[config.mk]
export PLATFORM = sky130hd
export DESIGN_NAME = arbiter_n_to_1_request_cache
export DESIGN_NICKNAME = d
export VERILOG_FILES = /design/src/rtl/arbiter_n_to_1_request_cache.sv
export SDC_FILE = /design/constraint.sdc
export NUM_CORES = 1
export LEC_CHECK = 0
export CORE_MARGIN = 1.5
export CORE_UTILIZATION = 60
export DETAILED_ROUTE_END_ITERATION = 16
export HOLD_SLACK_MARGIN = 0.15
export MAX_ROUTING_LAYER = met4
export PLACE_DENSITY = 0.78
export SYNTH_ARGS = -nofsm -noshare
export SYNTH_HDL_FRONTEND = slang
export SYNTH_SLANG_ARGS = --single-unit
[constraint.sdc]
create_clock -name ap_clk -period 5.4 [get_ports ap_clk]
set_clock_uncertainty 0.15 [all_clocks]
set_input_delay 1.35 -clock ap_clk [delete_from_list [all_inputs] [get_ports ap_clk]]
set_output_delay 1.35 -clock ap_clk [all_outputs]
set_load 0.01 [all_outputs]
[src/rtl/arbiter_n_to_1_request_cache.sv]
// rtl/arbiter_n_to_1_request_cache.sv - N-to-1 round-robin request merger
// Per-requestor input buffers feed a shared output buffer toward the cache.
package arbiter_n_to_1_request_cache_pkg;
  localparam int PAYLOAD_W = 32;

  typedef struct packed {
    logic                 valid;
    logic [PAYLOAD_W-1:0] payload;
  } MemoryPacketRequest;

  typedef struct packed {
    logic rd_en;
  } FIFOStateSignalsInput;

  typedef struct packed {
    logic full;
    logic empty;
    logic valid;
    logic prog_full;
    logic wr_rst_busy;
    logic rd_rst_busy;
  } FIFOStateSignalsOutput;
endpackage

module arbiter_n_to_1_request_cache
  import arbiter_n_to_1_request_cache_pkg::*;
#(
  parameter int NUM_MEMORY_REQUESTOR = 2,
  parameter int INPUT_FIFO_DEPTH     = 4,
  parameter int FIFO_ARBITER_DEPTH   = 16,
  parameter int PROG_THRESH          = FIFO_ARBITER_DEPTH / 2
) (
  input  logic                                  ap_clk,
  input  logic                                  areset,
  input  MemoryPacketRequest [NUM_MEMORY_REQUESTOR-1:0] request_in,
  output logic [NUM_MEMORY_REQUESTOR-1:0]       requestor_ready_out,
  input  FIFOStateSignalsInput                  fifo_request_signals_in,
  output FIFOStateSignalsOutput                 fifo_request_signals_out,
  output MemoryPacketRequest                    request_out,
  output logic                                  fifo_setup_signal
);
  localparam int N  = NUM_MEMORY_REQUESTOR;
  localparam int ID = INPUT_FIFO_DEPTH;
  localparam int OD = FIFO_ARBITER_DEPTH;
  localparam int IW = $clog2(ID);
  localparam int OW = $clog2(OD);
  localparam int GW = $clog2(N);
  localparam logic [IW:0] ICAP      = (IW+1)'(ID);
  localparam logic [IW:0] READY_MAX = (IW+1)'(ID - 3);
  localparam logic [OW:0] OCAP      = (OW+1)'(OD);
  localparam logic [OW:0] OPROG     = (OW+1)'(PROG_THRESH);

  typedef logic [PAYLOAD_W-1:0] payload_t;

  logic [N-1:0]  in_valid_q;
  payload_t      in_payload_q [N];

  payload_t      ibuf_mem [N][ID];
  logic [IW-1:0] ibuf_wptr_q [N];
  logic [IW-1:0] ibuf_rptr_q [N];
  logic [IW:0]   ibuf_cnt_q [N];
  logic [IW:0]   ibuf_cnt_d [N];
  logic [N-1:0]  ibuf_push, ibuf_pop, ibuf_nonempty;

  logic          grant_any;
  logic [GW-1:0] grant_idx, last_grant_q, cand;
  logic [GW:0]   cand_sum;
  logic          grant_valid_q;
  payload_t      grant_payload_q;
  logic [OW+1:0] out_pending;

  payload_t      out_mem [OD];
  logic [OW-1:0] out_wptr_q, out_rptr_q;
  logic [OW:0]   out_cnt_q, out_cnt_d;
  logic          out_push, out_pop, rd_en_q;

  logic          out_valid_q;
  payload_t      out_payload_q;
  logic [N-1:0]  ready_q;
  logic          full_q, empty_q, prog_full_q, rst_busy_q, setup_q;

  always_ff @(posedge ap_clk or posedge areset) begin
    if (areset) begin
      in_valid_q <= '0;
    end else begin
      for (int i = 0; i < N; i++) in_valid_q[i] <= request_in[i].valid;
    end
  end

  always_ff @(posedge ap_clk) begin
    for (int i = 0; i < N; i++) in_payload_q[i] <= request_in[i].payload;
  end

  // A write into a full buffer is dropped even if the same edge pops.
  always_comb begin
    for (int i = 0; i < N; i++) begin
      ibuf_nonempty[i] = (ibuf_cnt_q[i] != '0);
      ibuf_push[i]     = in_valid_q[i] && (ibuf_cnt_q[i] != ICAP);
    end
  end

  always_comb begin
    for (int i = 0; i < N; i++) begin
      ibuf_pop[i]   = grant_any && (grant_idx == GW'(i));
      ibuf_cnt_d[i] = ibuf_cnt_q[i] + (IW+1)'(ibuf_push[i]) - (IW+1)'(ibuf_pop[i]);
    end
  end

  always_ff @(posedge ap_clk or posedge areset) begin
    if (areset) begin
      for (int i = 0; i < N; i++) begin
        ibuf_wptr_q[i] <= '0;
        ibuf_rptr_q[i] <= '0;
        ibuf_cnt_q[i]  <= '0;
      end
    end else begin
      for (int i = 0; i < N; i++) begin
        if (ibuf_push[i]) ibuf_wptr_q[i] <= ibuf_wptr_q[i] + 1'b1;
        if (ibuf_pop[i])  ibuf_rptr_q[i] <= ibuf_rptr_q[i] + 1'b1;
        ibuf_cnt_q[i] <= ibuf_cnt_d[i];
      end
    end
  end

  always_ff @(posedge ap_clk) begin
    for (int i = 0; i < N; i++) begin
      if (ibuf_push[i]) ibuf_mem[i][ibuf_wptr_q[i]] <= in_payload_q[i];
    end
  end

  // The in-flight grant counts against output space so the buffer never overflows.
  assign out_pending = {1'b0, out_cnt_q} + (OW+2)'(grant_valid_q);

  always_comb begin
    grant_any = 1'b0;
    grant_idx = '0;
    cand_sum  = '0;
    cand      = '0;
    if (out_pending < (OW+2)'(OD)) begin
      for (int k = 1; k <= N; k++) begin
        cand_sum = {1'b0, last_grant_q} + (GW+1)'(k);
        if (cand_sum >= (GW+1)'(N)) cand_sum = cand_sum - (GW+1)'(N);
        cand = cand_sum[GW-1:0];
        if (!grant_any && ibuf_nonempty[cand]) begin
          grant_any = 1'b1;
          grant_idx = cand;
        end
      end
    end
  end

  always_ff @(posedge ap_clk or posedge areset) begin
    if (areset) begin
      grant_valid_q <= 1'b0;
      last_grant_q  <= GW'(N - 1);
    end else begin
      grant_valid_q <= grant_any;
      if (grant_any) last_grant_q <= grant_idx;
    end
  end

  always_ff @(posedge ap_clk) begin
    if (grant_any) grant_payload_q <= ibuf_mem[grant_idx][ibuf_rptr_q[grant_idx]];
  end

  assign out_pop   = rd_en_q && (out_cnt_q != '0);
  assign out_push  = grant_valid_q && ((out_cnt_q != OCAP) || out_pop);
  assign out_cnt_d = out_cnt_q + (OW+1)'(out_push) - (OW+1)'(out_pop);

  always_ff @(posedge ap_clk or posedge areset) begin
    if (areset) begin
      out_wptr_q  <= '0;
      out_rptr_q  <= '0;
      out_cnt_q   <= '0;
      rd_en_q     <= 1'b0;
      out_valid_q <= 1'b0;
      ready_q     <= '0;
      full_q      <= 1'b0;
      empty_q     <= 1'b1;
      prog_full_q <= 1'b0;
      rst_busy_q  <= 1'b1;
      setup_q     <= 1'b1;
    end else begin
      if (out_push) out_wptr_q <= out_wptr_q + 1'b1;
      if (out_pop)  out_rptr_q <= out_rptr_q + 1'b1;
      out_cnt_q   <= out_cnt_d;
      rd_en_q     <= fifo_request_signals_in.rd_en;
      out_valid_q <= out_pop;
      for (int i = 0; i < N; i++) ready_q[i] <= (ibuf_cnt_q[i] <= READY_MAX);
      full_q      <= (out_cnt_q == OCAP);
      empty_q     <= (out_cnt_q == '0);
      prog_full_q <= (out_cnt_q >= OPROG);
      rst_busy_q  <= 1'b0;
      setup_q     <= 1'b0;
    end
  end

  always_ff @(posedge ap_clk) begin
    if (out_push) out_mem[out_wptr_q] <= grant_payload_q;
    if (out_pop)  out_payload_q <= out_mem[out_rptr_q];
  end

  always_comb begin
    request_out.valid                    = out_valid_q;
    request_out.payload                  = out_payload_q;
    fifo_request_signals_out.full        = full_q;
    fifo_request_signals_out.empty       = empty_q;
    fifo_request_signals_out.valid       = out_valid_q;
    fifo_request_signals_out.prog_full   = prog_full_q;
    fifo_request_signals_out.wr_rst_busy = rst_busy_q;
    fifo_request_signals_out.rd_rst_busy = rst_busy_q;
  end

  assign requestor_ready_out = ready_q;
  assign fifo_setup_signal   = setup_q;
endmodule

Yosys cells after proc, flatten, opt, wreduce, memory -nomap -nowiden --
Memory sizes are Yosys's and may differ from the RTL's. A register that Yosys moved wholly into a read port is not among the register bits. Index checks and enable logic that the tools add are counted.
Word-level totals: flip-flop bits (word level) 71, latch bits 0, memory bits (writable) 832, ROM bits 0, bits of input ports 69, logic and storage cells 109, memories 3
Operators by class: add/subtract/negate cells 17, $mul 0, divide/modulo/power cells 0, $lt $le $gt $ge 14, equal/unequal tests 4, shifts and indexed selects 0, mux-type cells 31, bitwise operators 5, reductions and logical operators 15
Memory list:
- out_mem | words 16, bits a word 32, rd ports 1, clocked after Yosys merged registers in 1, write ports 1, line 72 | payload_t out_mem [OD];
- ibuf_mem | words 2, bits a word 128, rd ports 1, clocked after Yosys merged registers in 0, write ports 2, line 58 | payload_t ibuf_mem [N][ID];
- in_payload_q | words 2, bits a word 32, rd ports 2, clocked after Yosys merged registers in 0, write ports 2, line 56 | payload_t in_payload_q [N];
Operators by type and width (number):
- $mux 128 | 2
- $demux 32 s2 | 2
- $mux 32 | 4
- $bmux 32 s2 | 1
- $mux 1 | 19
- $ge 3x3->1 const B | 3
- $logic_and 1x1->1 | 9
- $not 2->3 | 3
- $add 2x1->2 const B | 4
- $add 4x1->4 const B | 2
- $add 3x1->3 | 2
- $add 5x1->6 | 1
- $ge 2x2->1 const B | 3
- $le 3x1->1 const B | 2
- $lt 3x1->1 const B | 2
- $lt 6x5->1 const B | 1
- $mux 2 | 3
- $ne 3x3->1 const B | 2
- $reduce_bool 3->1 | 2
- $sub 3x1->3 | 2
- $add 5x1->5 | 1
- $eq 5x5->1 const B | 1
- $ge 5x4->1 const B | 1
- $logic_not 5->1 | 1
- other kinds (11) | 13

Logic depth before layout (Yosys ltp) --
depth after elaboration 20, gate-level depth with buffers 15, gate-level depth less buffers 15

Worst setup path after synthesis --
OpenSTA, ideal clock, no wires.
path kind register to register, from register out_cnt_q[2], to memory out_mem[3][0] (netlist name), enable pin, library setup time 0.461 ns, arrival time 3.495 ns, setup slack 1.294 ns, cell stages (with the launch flop) 8, cell sequence dfrtp_1 > inv_1 > ha_1 > nand3_1 > o21a_1 > clkbuf_1 > nand2_1 > nor3_1
On the way: longest elaborated chain between the ends 6
Ends and longest elaborated chain:
- start, declared | line 74 | logic [OW:0] out_cnt_q, out_cnt_d;
- start signal, assigned | line 186 | out_cnt_q <= out_cnt_d;
- $reduce_bool 5->1 | line 166 | assign out_pop = rd_en_q && (out_cnt_q != '0);
- $logic_and 1x1->1 | line 166
- $logic_or 1x1->1 (*) | line 167 | assign out_push = grant_valid_q && ((out_cnt_q != OCAP) || out_pop);
- $logic_and 1x1->1 (*) | line 167
- $mux 1 (*) | line 199 | if (out_push) out_mem[out_wptr_q] <= grant_payload_q;
- $mux 1 (implied by the code) (*) | line 199
- end, declared | line 72
Mark *: on every way between the ends. The rest lies on a longest branch, timed or not.

Worst setup path in the final report --
from register setup_q, in the netlist fifo_setup_signal, to output fifo_setup_signal
RTL lines:
- start, declared | line 80 | logic full_q, empty_q, prog_full_q, rst_busy_q, setup_q;
- start signal, assigned | line 182 | setup_q <= 1'b1;
- start signal, assigned | line 194 | setup_q <= 1'b0;
- end, declared | line 40 | output logic fifo_setup_signal
No word-level cell between the ends.

==> results.json <==
{
  "synth_cells": 1541,
  "start_kind": "flip-flop",
  "crit_chain": "clkdlybuf4s50_1",
  "period_needed_ns": 3.21,
  "fin_crit_sh": 0.594,
  "ys_types": 50,
  "drive_gt1_frac": 0.237,
  "initial_core_util": 0.609,
  "crit_path_start": "fifo_setup_signal",
  "syn_area_per_cell_um2": 22.4,
  "fp-row-count": 87,
  "tns_ns": 0,
  "drtAntennaViolNets": 0,
  "synth_flop_cell": "edfxtp_1",
  "leakage_nw": 13.0,
  "avgViaCountPerCell": 6.19,
  "die_area_um2": 58900,
  "synth_most_common_cell": "edfxtp_1",
  "hold_path.startpoint": "in_payload_q[0][13]",
  "hold_class": "reg2reg",
  "synth_top_cell_by_area": "edfxtp_1",
  "grt_util_met3": 0.0317,
  "crit_buf_inv": 1,
  "clockBufferDepth": 3,
  "netlist_area_um2": 34500,
  "status": "finished clean",
  "place.gp.congestion": 0.814,
  "critPathMaxFanout": 3,
  "tritoncts": "built",
  "worstPathRequired_ns": 3.90,
  "holdBufCountCts": 0,
  "finalNonFillerCells": 2527,
  "grt_util_met2": 0.426,
  "drv_cap": 0,
  "first_pass_iters": 6,
  "critical_path_arrival_ns": 1.71,
  "r2r-start": "out_cnt_q[1]",
  "slew_viol_final": 0,
  "io_pins": 111,
  "drc_errors": 0,
  "synth_top_area_share": 0.725,
  "wire_per_inst_um": 27.7,
  "clock_sinks": 935,
  "antenna_cells": 0,
  "ys_ff_latch": 935,
  "yosys_warnings": 0,
  "met1_usage": 0.321,
  "grt_use_total": 0.252,
  "fin_worst_hold_slack_ns": 0.322,
  "criticalPathCategory": "reg2out",
  "netlist_top_cells_count": "832 x edfxtp_1, 208 x mux4_2, 95 x nand2_1",
  "dpl.cell_count": 2365,
  "cts_setup_buffers": 0,
  "fp.coreArea_um2": 56600,
  "r2r_slack_ns": 2.22,
  "power_density_nw_per_um2": 593,
  "peakVddDrop_uv": 314,
  "worstSkewPairLatency_ns": 0.63,
  "vias": 15700,
  "port_buffers": 110,
  "crit_family": "flip-flops",
  "tightestPinTransition_ns": 1.13,
  "clk_pin_slew_ns": 0.06,
  "syn_to_final_growth_pct": 14.4,
  "drt_iter0_markers": 1654,
  "p_total_mw": 23.4,
  "yosysSeqAreaShare": 0.790,
  "fp.dieW_um": 243,
  "wl_um": 70100,
  "max_slew_margin": 0.245,
  "critical-path-max-stage-delay_ns": 0.54,
  "synthTopCellsByArea": "edfxtp_1 72%, mux4_2 14%, dfxtp_1 3.7%, dfrtp_1 2.6%, ha_1 1.1%",
  "setup_violations": 0,
  "synth_edf_count": 832,
  "grt_pass1_wl_um": 104000,
  "die_y_um": 243,
  "end_kind": "primary output",
  "grt_pass1_vias": 16400,
  "busiest_layer": "met2",
  "rsz0062_at_grt": "false",
  "synthArstFlopShare": 0.0417,
  "antenna_found_initial": 0,
  "syn_nets": 1644,
  "cts_max_level": 3,
  "finalHoldViolations": 0,
  "max_freq_mhz": 312,
  "dp_hpwl_um": 37400,
  "utilization": 0.697,
  "grt_start_max_net_pins": 92,
  "root_buffer": "clkbuf_16",
  "nNetsFinal": 1802,
  "cts_resized": 0,
  "critPathSlowestCell": "dfstp_2",
  "cts_buffers": 88,
  "overflow": 0
}
worst paths after layout:
| check | depth (start not counted) | to |
|---|---|---|
| min in group asynchronous | 2 | requestor_ready_out[0] |
| max reg2reg | 10 | ibuf_cnt_q[2] |
| min | 0 | ibuf_mem[0][45] |
| min reg2reg | 0 | ibuf_mem[0][45] |
| max in group asynchronous | 2 | out_rptr_q[0] |
| max | 1 | fifo_setup_signal |
routing by layer:
metal / part of all wire / vias up
li1: - / 6587
met4: 0.028 / 0
met1: 0.38 / 8164
met5: 0 / -
met3: 0.070 / 136
met2: 0.52 / 766
kinds of logic after synthesis:
family,synth area share
AOI/OAI and AO/OA,0.0134
xor gates and xnor gates,0.00483
adders and majority gates,0.0130
buffers and inverters,0.0158
DFF,0.790
muxes,0.141
other,0.000109
and+or+nand+nor,0.0217
stage by stage:
stage                     worst slack [ns]  area [µm²]
after floorplan                       1.29       34500
after CTS                             2.16       39400
final                                 2.19       39400
after global routing                  2.04       39400
after detailed placement              2.22       36500
after global placement                2.32       36500
report_power, final:
group          internal (mW)  total (mW)  switching, mW
combinational           2.71        5.69           2.98
clock                   3.60        6.18           2.58
sequential              10.1        11.5           1.41
total                   16.4        23.4           6.97
layout by cell type, fill, tap and decap left out, drive strengths merged, types with 3 or more instances in the layout:
cell	n
dfrtp	36
nand4	4
fa	3
buf	34
dfstp	3
o21ai	14
clkdlybuf4s50	110
o41ai	7
edfxtp	832
inv	37
xor2	4
clkinv	24
xnor2	15
o22a	7
nand4b	8
nand2b	3
bufinv	10
nand2	96
nor3	12
ha	31
nor2	25
mux2i	8
a21oi	9
clkbuf	117
nand3	3
o2111ai	7
clkinvlp	5
mux2	8
and2	9
dfxtp	64
mux4	208
cell type report:
class                      count  area (µm²)
tap                          756         946
inverter                      31         116
fill                        3390       17200
sequential                   935       27300
multi-input combinational    499        6800
clock inverter                45         528
clock buffer                 117        2380
timing repair buffer         144        1390
flip-flops by register name, summed over array words and instances (netlist names), 2 cells and up:
name,cells
out_mem,512
ibuf_mem,256
in_payload_q,64
grant_payload_q,32
out_payload_q,32
ibuf_cnt_q,6
out_cnt_q,5
ibuf_rptr_q,4
ibuf_wptr_q,4
out_rptr_q,4
out_wptr_q,4
in_valid_q,2
requestor_ready_out,2
No activity file was read; power rests on OpenSTA's default activity.
